[config.mk]
export PLATFORM = sky130hd
export DESIGN_NAME = multicycle_controller_flat
export DESIGN_NICKNAME = d
export VERILOG_FILES = /design/src/rtl/multicycle_controller_if.sv /design/src/rtl/multicycle_controller.sv /design/src/flat_wrapper.sv
export SDC_FILE = /design/constraint.sdc
export NUM_CORES = 1
export LEC_CHECK = 0
export BUFFER_PORTS_ARGS = -buffer_cell sky130_fd_sc_hd__buf_2
export CORE_MARGIN = 10
export CORE_UTILIZATION = 30
export DETAILED_ROUTE_END_ITERATION = 8
export PLACE_DENSITY = 0.53
export REMOVE_ABC_BUFFERS = 1
export SLEW_MARGIN = 0
export SYNTH_ARGS = -nofsm -noshare
export SYNTH_HDL_FRONTEND = slang
export SYNTH_SLANG_ARGS = --single-unit
[constraint.sdc]
create_clock -name clk -period 2.4 [get_ports clk]
set_input_delay 0.36 -clock clk [delete_from_list [all_inputs] [get_ports clk]]
set_output_delay 0.36 -clock clk [all_outputs]
set_load 0.005 [all_outputs]
[src/rtl/multicycle_controller_if.sv]
// rtl/multicycle_controller_if.sv - instruction fields, flags and control lines between controller and datapath
interface multicycle_controller_if #(
    parameter int STATE_W = 4
);
    logic [5:0]         Op;
    logic [5:0]         Funct;
    logic               Zero;
    logic               IorD;
    logic               MemWrite;
    logic               IRWrite;
    logic               RegDst;
    logic               MemtoReg;
    logic               RegWrite;
    logic               ALUSrcA;
    logic [1:0]         ALUSrcB;
    logic [1:0]         PCSrc;
    logic [2:0]         ALUControl;
    logic               PCEn;
    logic               Illegal;
    logic [STATE_W-1:0] State;

    modport master (
        input  Op, Funct, Zero,
        output IorD, MemWrite, IRWrite, RegDst, MemtoReg, RegWrite,
               ALUSrcA, ALUSrcB, PCSrc, ALUControl, PCEn, Illegal, State
    );

    modport slave (
        output Op, Funct, Zero,
        input  IorD, MemWrite, IRWrite, RegDst, MemtoReg, RegWrite,
               ALUSrcA, ALUSrcB, PCSrc, ALUControl, PCEn, Illegal, State
    );
endinterface

[src/rtl/multicycle_controller.sv]
// rtl/multicycle_controller.sv - multicycle MIPS main control FSM and ALU decoder
module multicycle_controller #(
    parameter int STATE_W = 4
) (
    input  logic                    clk,
    input  logic                    reset,
    multicycle_controller_if.master bus
);

    typedef enum logic [3:0] {
        FETCH    = 4'd0,
        DECODE   = 4'd1,
        MEMADR   = 4'd2,
        MEMRD    = 4'd3,
        MEMWB    = 4'd4,
        MEMWR    = 4'd5,
        EXECUTE  = 4'd6,
        ALUWB    = 4'd7,
        BRANCH   = 4'd8,
        ADDIEXEC = 4'd9,
        ADDIWB   = 4'd10,
        JUMP     = 4'd11
    } state_t;

    localparam logic [5:0] OP_RTYPE = 6'b000000;
    localparam logic [5:0] OP_LW    = 6'b100011;
    localparam logic [5:0] OP_SW    = 6'b101011;
    localparam logic [5:0] OP_BEQ   = 6'b000100;
    localparam logic [5:0] OP_ADDI  = 6'b001000;
    localparam logic [5:0] OP_J     = 6'b000010;

    state_t     state_q;
    state_t     state_d;
    state_t     out_state;
    logic       store_q;
    logic       op_legal;
    logic       pc_write;
    logic       branch;
    logic [1:0] alu_op;
    logic       mem_write;
    logic       ir_write;
    logic       reg_write;
    logic       illegal;

    // State register; the lw/sw choice is captured in DECODE so Op is free to change afterwards
    always_ff @(posedge clk) begin
        if (reset) begin
            state_q <= FETCH;
            store_q <= 1'b0;
        end else begin
            state_q <= state_d;
            if (state_q == DECODE) begin
                store_q <= (bus.Op == OP_SW);
            end
        end
    end

    // Next-state sequencing through the instruction phases
    always_comb begin
        state_d  = FETCH;
        op_legal = 1'b1;
        case (state_q)
            FETCH:    state_d = DECODE;
            DECODE: begin
                case (bus.Op)
                    OP_LW, OP_SW: state_d = MEMADR;
                    OP_RTYPE:     state_d = EXECUTE;
                    OP_BEQ:       state_d = BRANCH;
                    OP_ADDI:      state_d = ADDIEXEC;
                    OP_J:         state_d = JUMP;
                    default: begin
                        state_d  = FETCH;
                        op_legal = 1'b0;
                    end
                endcase
            end
            MEMADR:   state_d = store_q ? MEMWR : MEMRD;
            MEMRD:    state_d = MEMWB;
            EXECUTE:  state_d = ALUWB;
            ADDIEXEC: state_d = ADDIWB;
            default:  state_d = FETCH;
        endcase
    end

    // Moore output decode; during reset the FETCH pattern is shown with all write strobes suppressed
    always_comb begin
        out_state    = reset ? FETCH : state_q;
        bus.IorD     = 1'b0;
        mem_write    = 1'b0;
        ir_write     = 1'b0;
        bus.RegDst   = 1'b0;
        bus.MemtoReg = 1'b0;
        reg_write    = 1'b0;
        bus.ALUSrcA  = 1'b0;
        bus.ALUSrcB  = 2'b00;
        bus.PCSrc    = 2'b00;
        alu_op       = 2'b00;
        pc_write     = 1'b0;
        branch       = 1'b0;
        illegal      = 1'b0;
        case (out_state)
            FETCH: begin
                ir_write    = 1'b1;
                bus.ALUSrcB = 2'b01;
                pc_write    = 1'b1;
            end
            DECODE: begin
                bus.ALUSrcB = 2'b11;
                illegal     = ~op_legal;
            end
            MEMADR, ADDIEXEC: begin
                bus.ALUSrcA = 1'b1;
                bus.ALUSrcB = 2'b10;
            end
            MEMRD:    bus.IorD = 1'b1;
            MEMWB: begin
                bus.MemtoReg = 1'b1;
                reg_write    = 1'b1;
            end
            MEMWR: begin
                bus.IorD  = 1'b1;
                mem_write = 1'b1;
            end
            EXECUTE: begin
                bus.ALUSrcA = 1'b1;
                alu_op      = 2'b10;
            end
            ALUWB: begin
                bus.RegDst = 1'b1;
                reg_write  = 1'b1;
            end
            BRANCH: begin
                bus.ALUSrcA = 1'b1;
                alu_op      = 2'b01;
                bus.PCSrc   = 2'b01;
                branch      = 1'b1;
            end
            ADDIWB:   reg_write = 1'b1;
            JUMP: begin
                bus.PCSrc = 2'b10;
                pc_write  = 1'b1;
            end
            default: ;
        endcase
    end

    // ALU decoder: fixed add/sub unless EXECUTE asks for the R-type function field
    always_comb begin
        bus.ALUControl = 3'b010;
        case (alu_op)
            2'b01: bus.ALUControl = 3'b110;
            2'b10: begin
                case (bus.Funct)
                    6'b100010: bus.ALUControl = 3'b110;
                    6'b100100: bus.ALUControl = 3'b000;
                    6'b100101: bus.ALUControl = 3'b001;
                    6'b101010: bus.ALUControl = 3'b111;
                    default:   bus.ALUControl = 3'b010;
                endcase
            end
            default: bus.ALUControl = 3'b010;
        endcase
    end

    assign bus.MemWrite = mem_write & ~reset;
    assign bus.IRWrite  = ir_write  & ~reset;
    assign bus.RegWrite = reg_write & ~reset;
    assign bus.Illegal  = illegal   & ~reset;
    assign bus.PCEn     = (pc_write | (branch & bus.Zero)) & ~reset;
    assign bus.State    = STATE_W'(out_state);

endmodule

[src/flat_wrapper.sv]
// flat-port wrapper written by rule: the top's interface ports become plain ports
module multicycle_controller_flat 
#(
    parameter int STATE_W = 4
)
  (clk, reset, bus_Op, bus_Funct, bus_Zero, bus_IorD, bus_MemWrite, bus_IRWrite, bus_RegDst, bus_MemtoReg, bus_RegWrite, bus_ALUSrcA, bus_ALUSrcB, bus_PCSrc, bus_ALUControl, bus_PCEn, bus_Illegal, bus_State);
  multicycle_controller_if #(.STATE_W(STATE_W)) bus_i ();
  input  logic clk;
  input  logic reset;
  input wire logic [$bits(bus_i.Op)-1:0] bus_Op;
  input wire logic [$bits(bus_i.Funct)-1:0] bus_Funct;
  input wire logic [$bits(bus_i.Zero)-1:0] bus_Zero;
  output wire logic [$bits(bus_i.IorD)-1:0] bus_IorD;
  output wire logic [$bits(bus_i.MemWrite)-1:0] bus_MemWrite;
  output wire logic [$bits(bus_i.IRWrite)-1:0] bus_IRWrite;
  output wire logic [$bits(bus_i.RegDst)-1:0] bus_RegDst;
  output wire logic [$bits(bus_i.MemtoReg)-1:0] bus_MemtoReg;
  output wire logic [$bits(bus_i.RegWrite)-1:0] bus_RegWrite;
  output wire logic [$bits(bus_i.ALUSrcA)-1:0] bus_ALUSrcA;
  output wire logic [$bits(bus_i.ALUSrcB)-1:0] bus_ALUSrcB;
  output wire logic [$bits(bus_i.PCSrc)-1:0] bus_PCSrc;
  output wire logic [$bits(bus_i.ALUControl)-1:0] bus_ALUControl;
  output wire logic [$bits(bus_i.PCEn)-1:0] bus_PCEn;
  output wire logic [$bits(bus_i.Illegal)-1:0] bus_Illegal;
  output wire logic [$bits(bus_i.State)-1:0] bus_State;
  assign bus_i.Op = bus_Op;
  assign bus_i.Funct = bus_Funct;
  assign bus_i.Zero = bus_Zero;
  assign bus_IorD = bus_i.IorD;
  assign bus_MemWrite = bus_i.MemWrite;
  assign bus_IRWrite = bus_i.IRWrite;
  assign bus_RegDst = bus_i.RegDst;
  assign bus_MemtoReg = bus_i.MemtoReg;
  assign bus_RegWrite = bus_i.RegWrite;
  assign bus_ALUSrcA = bus_i.ALUSrcA;
  assign bus_ALUSrcB = bus_i.ALUSrcB;
  assign bus_PCSrc = bus_i.PCSrc;
  assign bus_ALUControl = bus_i.ALUControl;
  assign bus_PCEn = bus_i.PCEn;
  assign bus_Illegal = bus_i.Illegal;
  assign bus_State = bus_i.State;
  multicycle_controller #(.STATE_W(STATE_W)) u_core (.clk(clk), .reset(reset), .bus(bus_i));
endmodule
## After elaboration in Yosys (flattened, before gate mapping)

Cells that the tools add are included.

- Flip-flop bits (word level): 5
- Bits of input ports: 15
- Output and inout bits: 20
- Word-level logic and storage cells: 69

- Muxes and demuxes: 21
- Reduce and logical (&&, ||, !) cells: 10
- Eq/ne operators: 27
- Bitwise operators: 9

Operators by type and width:

| cell | count |
|---|---|
| 6-bit equality test, second input constant | 6 |
| 4-bit case mux with 6 select lines | 1 |
| 4-bit by 3-bit equality test with 1-bit output, second input constant | 5 |
| 4-bit equality test, second input constant | 5 |
| 4-bit case mux with 5 select lines | 1 |
| 4-bit by 2-bit equality test with 1-bit output, second input constant | 4 |
| 1-bit two-way mux | 12 |
| 3-bit case mux with 4 select lines | 1 |
| 4-bit by 1-bit equality test with 1-bit output, second input constant | 2 |
| 4-bit logical NOT | 2 |
| 2-bit case mux with 2 select lines | 2 |
| 2-bit OR reduction | 4 |
| 1-bit AND | 6 |
| 6-bit by 2-bit equality test with 1-bit output, second input constant | 1 |
| 6-bit by 3-bit equality test with 1-bit output, second input constant | 1 |
| 6-bit by 4-bit equality test with 1-bit output, second input constant | 1 |
| 6-bit logical NOT | 1 |
| 2-bit case mux with 3 select lines | 1 |
| 3-bit case mux with 2 select lines | 1 |
| 6-bit OR reduction | 1 |
| 4-bit two-way mux | 1 |
| 4-bit OR reduction | 1 |
| 3-bit two-way mux | 1 |
| 3-bit OR reduction | 1 |
| other kinds (4) | 5 |

## Logic depth before layout (Yosys ltp)

- Word-level depth: 7
- Depth in mapped cells: 8
- Gate-level depth less buffers: 7

## Least setup slack after synthesis

Ideal clock, no wire load.

- Kind: flip-flop to output port
- Start point: register u_core.state_q[2]
- End point: output bus_ALUControl[2]
- Data required time: 2.040 ns
- Path buffers: 2
- Data arrival time: 1.704 ns
- Path slack: 0.336 ns
- Cell stages (with the launch flop): 7
- Path through: dfxtp_1 -> clkbuf_1 -> clkbuf_1 -> nand2_1 -> or2_2 -> ha_1 -> nor2b_1

- Word-level cells in the longest chain between the ends: 5
- Elaborated cells on any way between the ends: 7
- Classes of those cells: eq/ne (4); mux (3)

RTL lines:

| item | line | text |
|---|---|---|
| start: declaration | multicycle_controller.sv:32 | `state_t state_q;` |
| start signal: assignment | multicycle_controller.sv:51 | `state_q <= state_d;` |
| 4-bit two-way mux (*) | multicycle_controller.sv:87 | `out_state = reset ? FETCH : state_q;` |
| 4-bit equality test or 4-bit by 3-bit equality test with 1-bit output (tied branches) | multicycle_controller.sv:101 | `case (out_state)` |
| 2-bit case mux with 2 select lines (*) | multicycle_controller.sv:101 |  |
| 2-bit equality test or 2-bit by 1-bit equality test with 1-bit output (tied branches) | multicycle_controller.sv:150 | `case (alu_op)` |
| 3-bit case mux with 2 select lines (*) | multicycle_controller.sv:150 |  |
| end: declaration | flat_wrapper.sv:22 | `output wire logic [$bits(bus_i.ALUControl)-1:0] bus_ALUControl;` |

Every way passes the cells marked *; elsewhere a longest branch is shown, timed or not.

## Final worst setup path

- Start point: register u_core.state_q[1]
- End point: output bus_ALUControl[0]

The elaborated chain is that of the path after synthesis.

==> qor.yml <==
status: "complete, no violations"
avgSynthCellArea_sq_um: 7.20
numCtsBuffers: 3
track_usage_pct: 9.56
syn_inst: 98
clkTransAtPathRegs_ns: 0.04
r2r_start: "u_core.state_q[1]"
drc: 0
die_h_microns: 68.5
vias: 858
antennaDiodeCount: 0
cts_tree: "built"
core_sq_mm: 0.00223
clock-sinks: 5
dp_hpwl_mm: 1.92
worst_slack_ns: 0.154
postRouteWirelength_mm: 2.33
vdd_drop_max_mv: 0.203
synth-main-ff-cell: "dfxtp_1"
pwr-share-clk_pct: 35.2
clk_latency_ns: 0.24
synthToLayoutAreaGrowth_pct: 34.9
drv_slew: 0
cp.required_ns: 2.04
power.internal_mw: 0.190
placementRows: 17
place.gp.congestion: 0.749
synth-seq-area-share_pct: 14.2
r2r_setup_slack_ns: 0.55
fin_setup_tns_ns: 0
dp.cells: 158
die_w_microns: 68.5
fill_cells: 263
critPathArrivalTime_ns: 1.89
final_hold_viol_count: 0
final_core_util_pct: 42.6
critPathKind: "reg2out"
layout_common_cells: "34 x buf_2, 10 x nor2_1, 7 x a21oi_1"
start_util_pct: 31.6
first_pass_iters: 4
postRouteAntennaNets: 0
grt_pass1_wl_mm: 3.66
clockBufferDepth: 2
cts-root-buf: "clkbuf_4"
cp_max_fo: 12
port_buffers: 34
h-tree-depth: 1
cp-start-kind: "register"
synth_cell_types: 42
relSlewSlack_pct: 74.1
ys_ff_latch: 5
period_needed_ns: 2.25
io_pins: 35
yosysTopAreaCell: "dfxtp_1"
synth_warnings: 0
min-delay-start: "bus_Op[3]"
antenna_found_initial: 0
fin_nets: 153
hold_slack_ns: 0.459
grt-ovfl-total: 0
synthDominantCellAreaShare_pct: 14.2
fmax_mhz: 445
max_slew.worst_pin.slew_ns: 0.383
drive_gt1_share_pct: 40.3
rsz0062_at_grt: "no"
critPathCaptureType: "output pin"
wl_per_cell_microns: 14.4
setup_viol: 0
grt_max_degree: 15
seq_power_share_pct: 33.7
viasPerCell: 5.30
drt_first_iter_violations: 40
min_path_type: "in2reg"
crit_start: "u_core.state_q[1]"
post_cts_buffers: 0
pwr_density_cell_mw_per_mm2: 286
grt_pass1_vias: 847
finalCritPeriodShare_pct: 93.6
place_ws_ns: 0.257
layout_commonest_cell: "buf_2"
combPwrFrac_pct: 31.1
netlist_area_sq_um: 706
fin_cells: 162
synth_edf_count: 0
synthArstFlopShare_pct: 0
switchingPower_mw: 0.0826
maxCapViolCount: 0
die-area_sq_mm: 0.00469
p_sw_share_pct: 30.3
power_leakage_nw: 0.434
synth_area_leaders: "dfxtp_1 14%, ha_1 5.3%, nor2_1 5.3%"
clock_skew_ns: 0.000142
[flip-flops by register name, indices dropped and copies added, names as in the netlist]
register / flops
u_core.state_q: 4
u_core.store_q: 1
[metal layers]
layer	routed length, microns	track usage, %	vias up
met2	1060	16.4	28
met4	0	1.51	0
li1	-	-	436
met3	222	3.70	0
met5	0	0	-
met1	1050	11.2	394
[power groups by stage]
stage | registers (mW) | logic, mW | clock network (mW)
after global placement | 0.0928 | 0.0832 | 0
final | 0.0917 | 0.0847 | 0.0960
after global routing | 0.0921 | 0.0954 | 0.107
after CTS | 0.0913 | 0.0854 | 0.0974
after floorplan | 0.0939 | 0.0381 | 0
after detailed placement | 0.0928 | 0.0849 | 0
[cells by family (layout without fill, tap and decap cells)]
family | after synthesis | count (layout) | synth area share (%)
xor gates and xnor gates | 3 | 3 | 3.72
AOI/OAI and AO/OA | 26 | 26 | 28.2
DFF | 5 | 5 | 14.2
and+or+nand+nor | 48 | 48 | 41.1
buffers and inverters | 13 | 49 | 7.45
adders and majority gates | 3 | 3 | 5.32
[worst max-delay path: stages (launching register included)]
cell,delay (ns)
dfxtp_1,0.54
nand2b_1,0.19
or2_2,0.34
ha_1,0.31
nand2_1,0.06
nor2_1,0.08
buf_2,0.12
[layout make-up]
cell class                      instances  area (sq um)  area share, %
Multi-Input combinational cell         80           554           58.2
Timing Repair Buffer                   40           215           22.6
Sequential cell                         5           103           10.8
Tap cell                               28          35.0           3.68
Clock buffer                            4          26.3           2.76
Inverter                                5          18.8           1.97
[per-stage QoR]
stage / total power, mW / cell area, sq um
3_3_place_gp: 0.176 / 922
4_1_cts: 0.274 / 948
5_1_grt: 0.294 / 952
3_5_place_dp: 0.178 / 922
6_report: 0.272 / 952
2_1_floorplan: 0.132 / 672
[synthesized netlist by cell type, drive strengths merged, types with 2 or more instances]
library cell and count:
a2111oi 2, a21o 3, a21oi 7, a221oi 2, and3 2, and3b 2
buf 4, clkbuf 4, dfxtp 5, ha 3, inv 5, nand2 4
nand2b 5, nand4 2, nor2 10, nor2b 3, nor3 5, nor3b 3
nor4 2, o211ai 2, o21ai 4, or2 2, xor2 2
[worst paths after layout]
check / end / depth (start not counted)
setup reg to reg: u_core.state_q[2] / 4
hold reg to reg: u_core.store_q / 2
setup / recovery: bus_ALUControl[0] / 6
hold / removal: u_core.store_q / 3
[what timing repair did]
| action | CTS | global route |
|---|---|---|
| hold buffers | 0 | 0 |
| gates resized for setup | 0 | 3 |
| endpoints found under the setup margin | 0 | 3 |
Power figures use the tool's default switching activity.
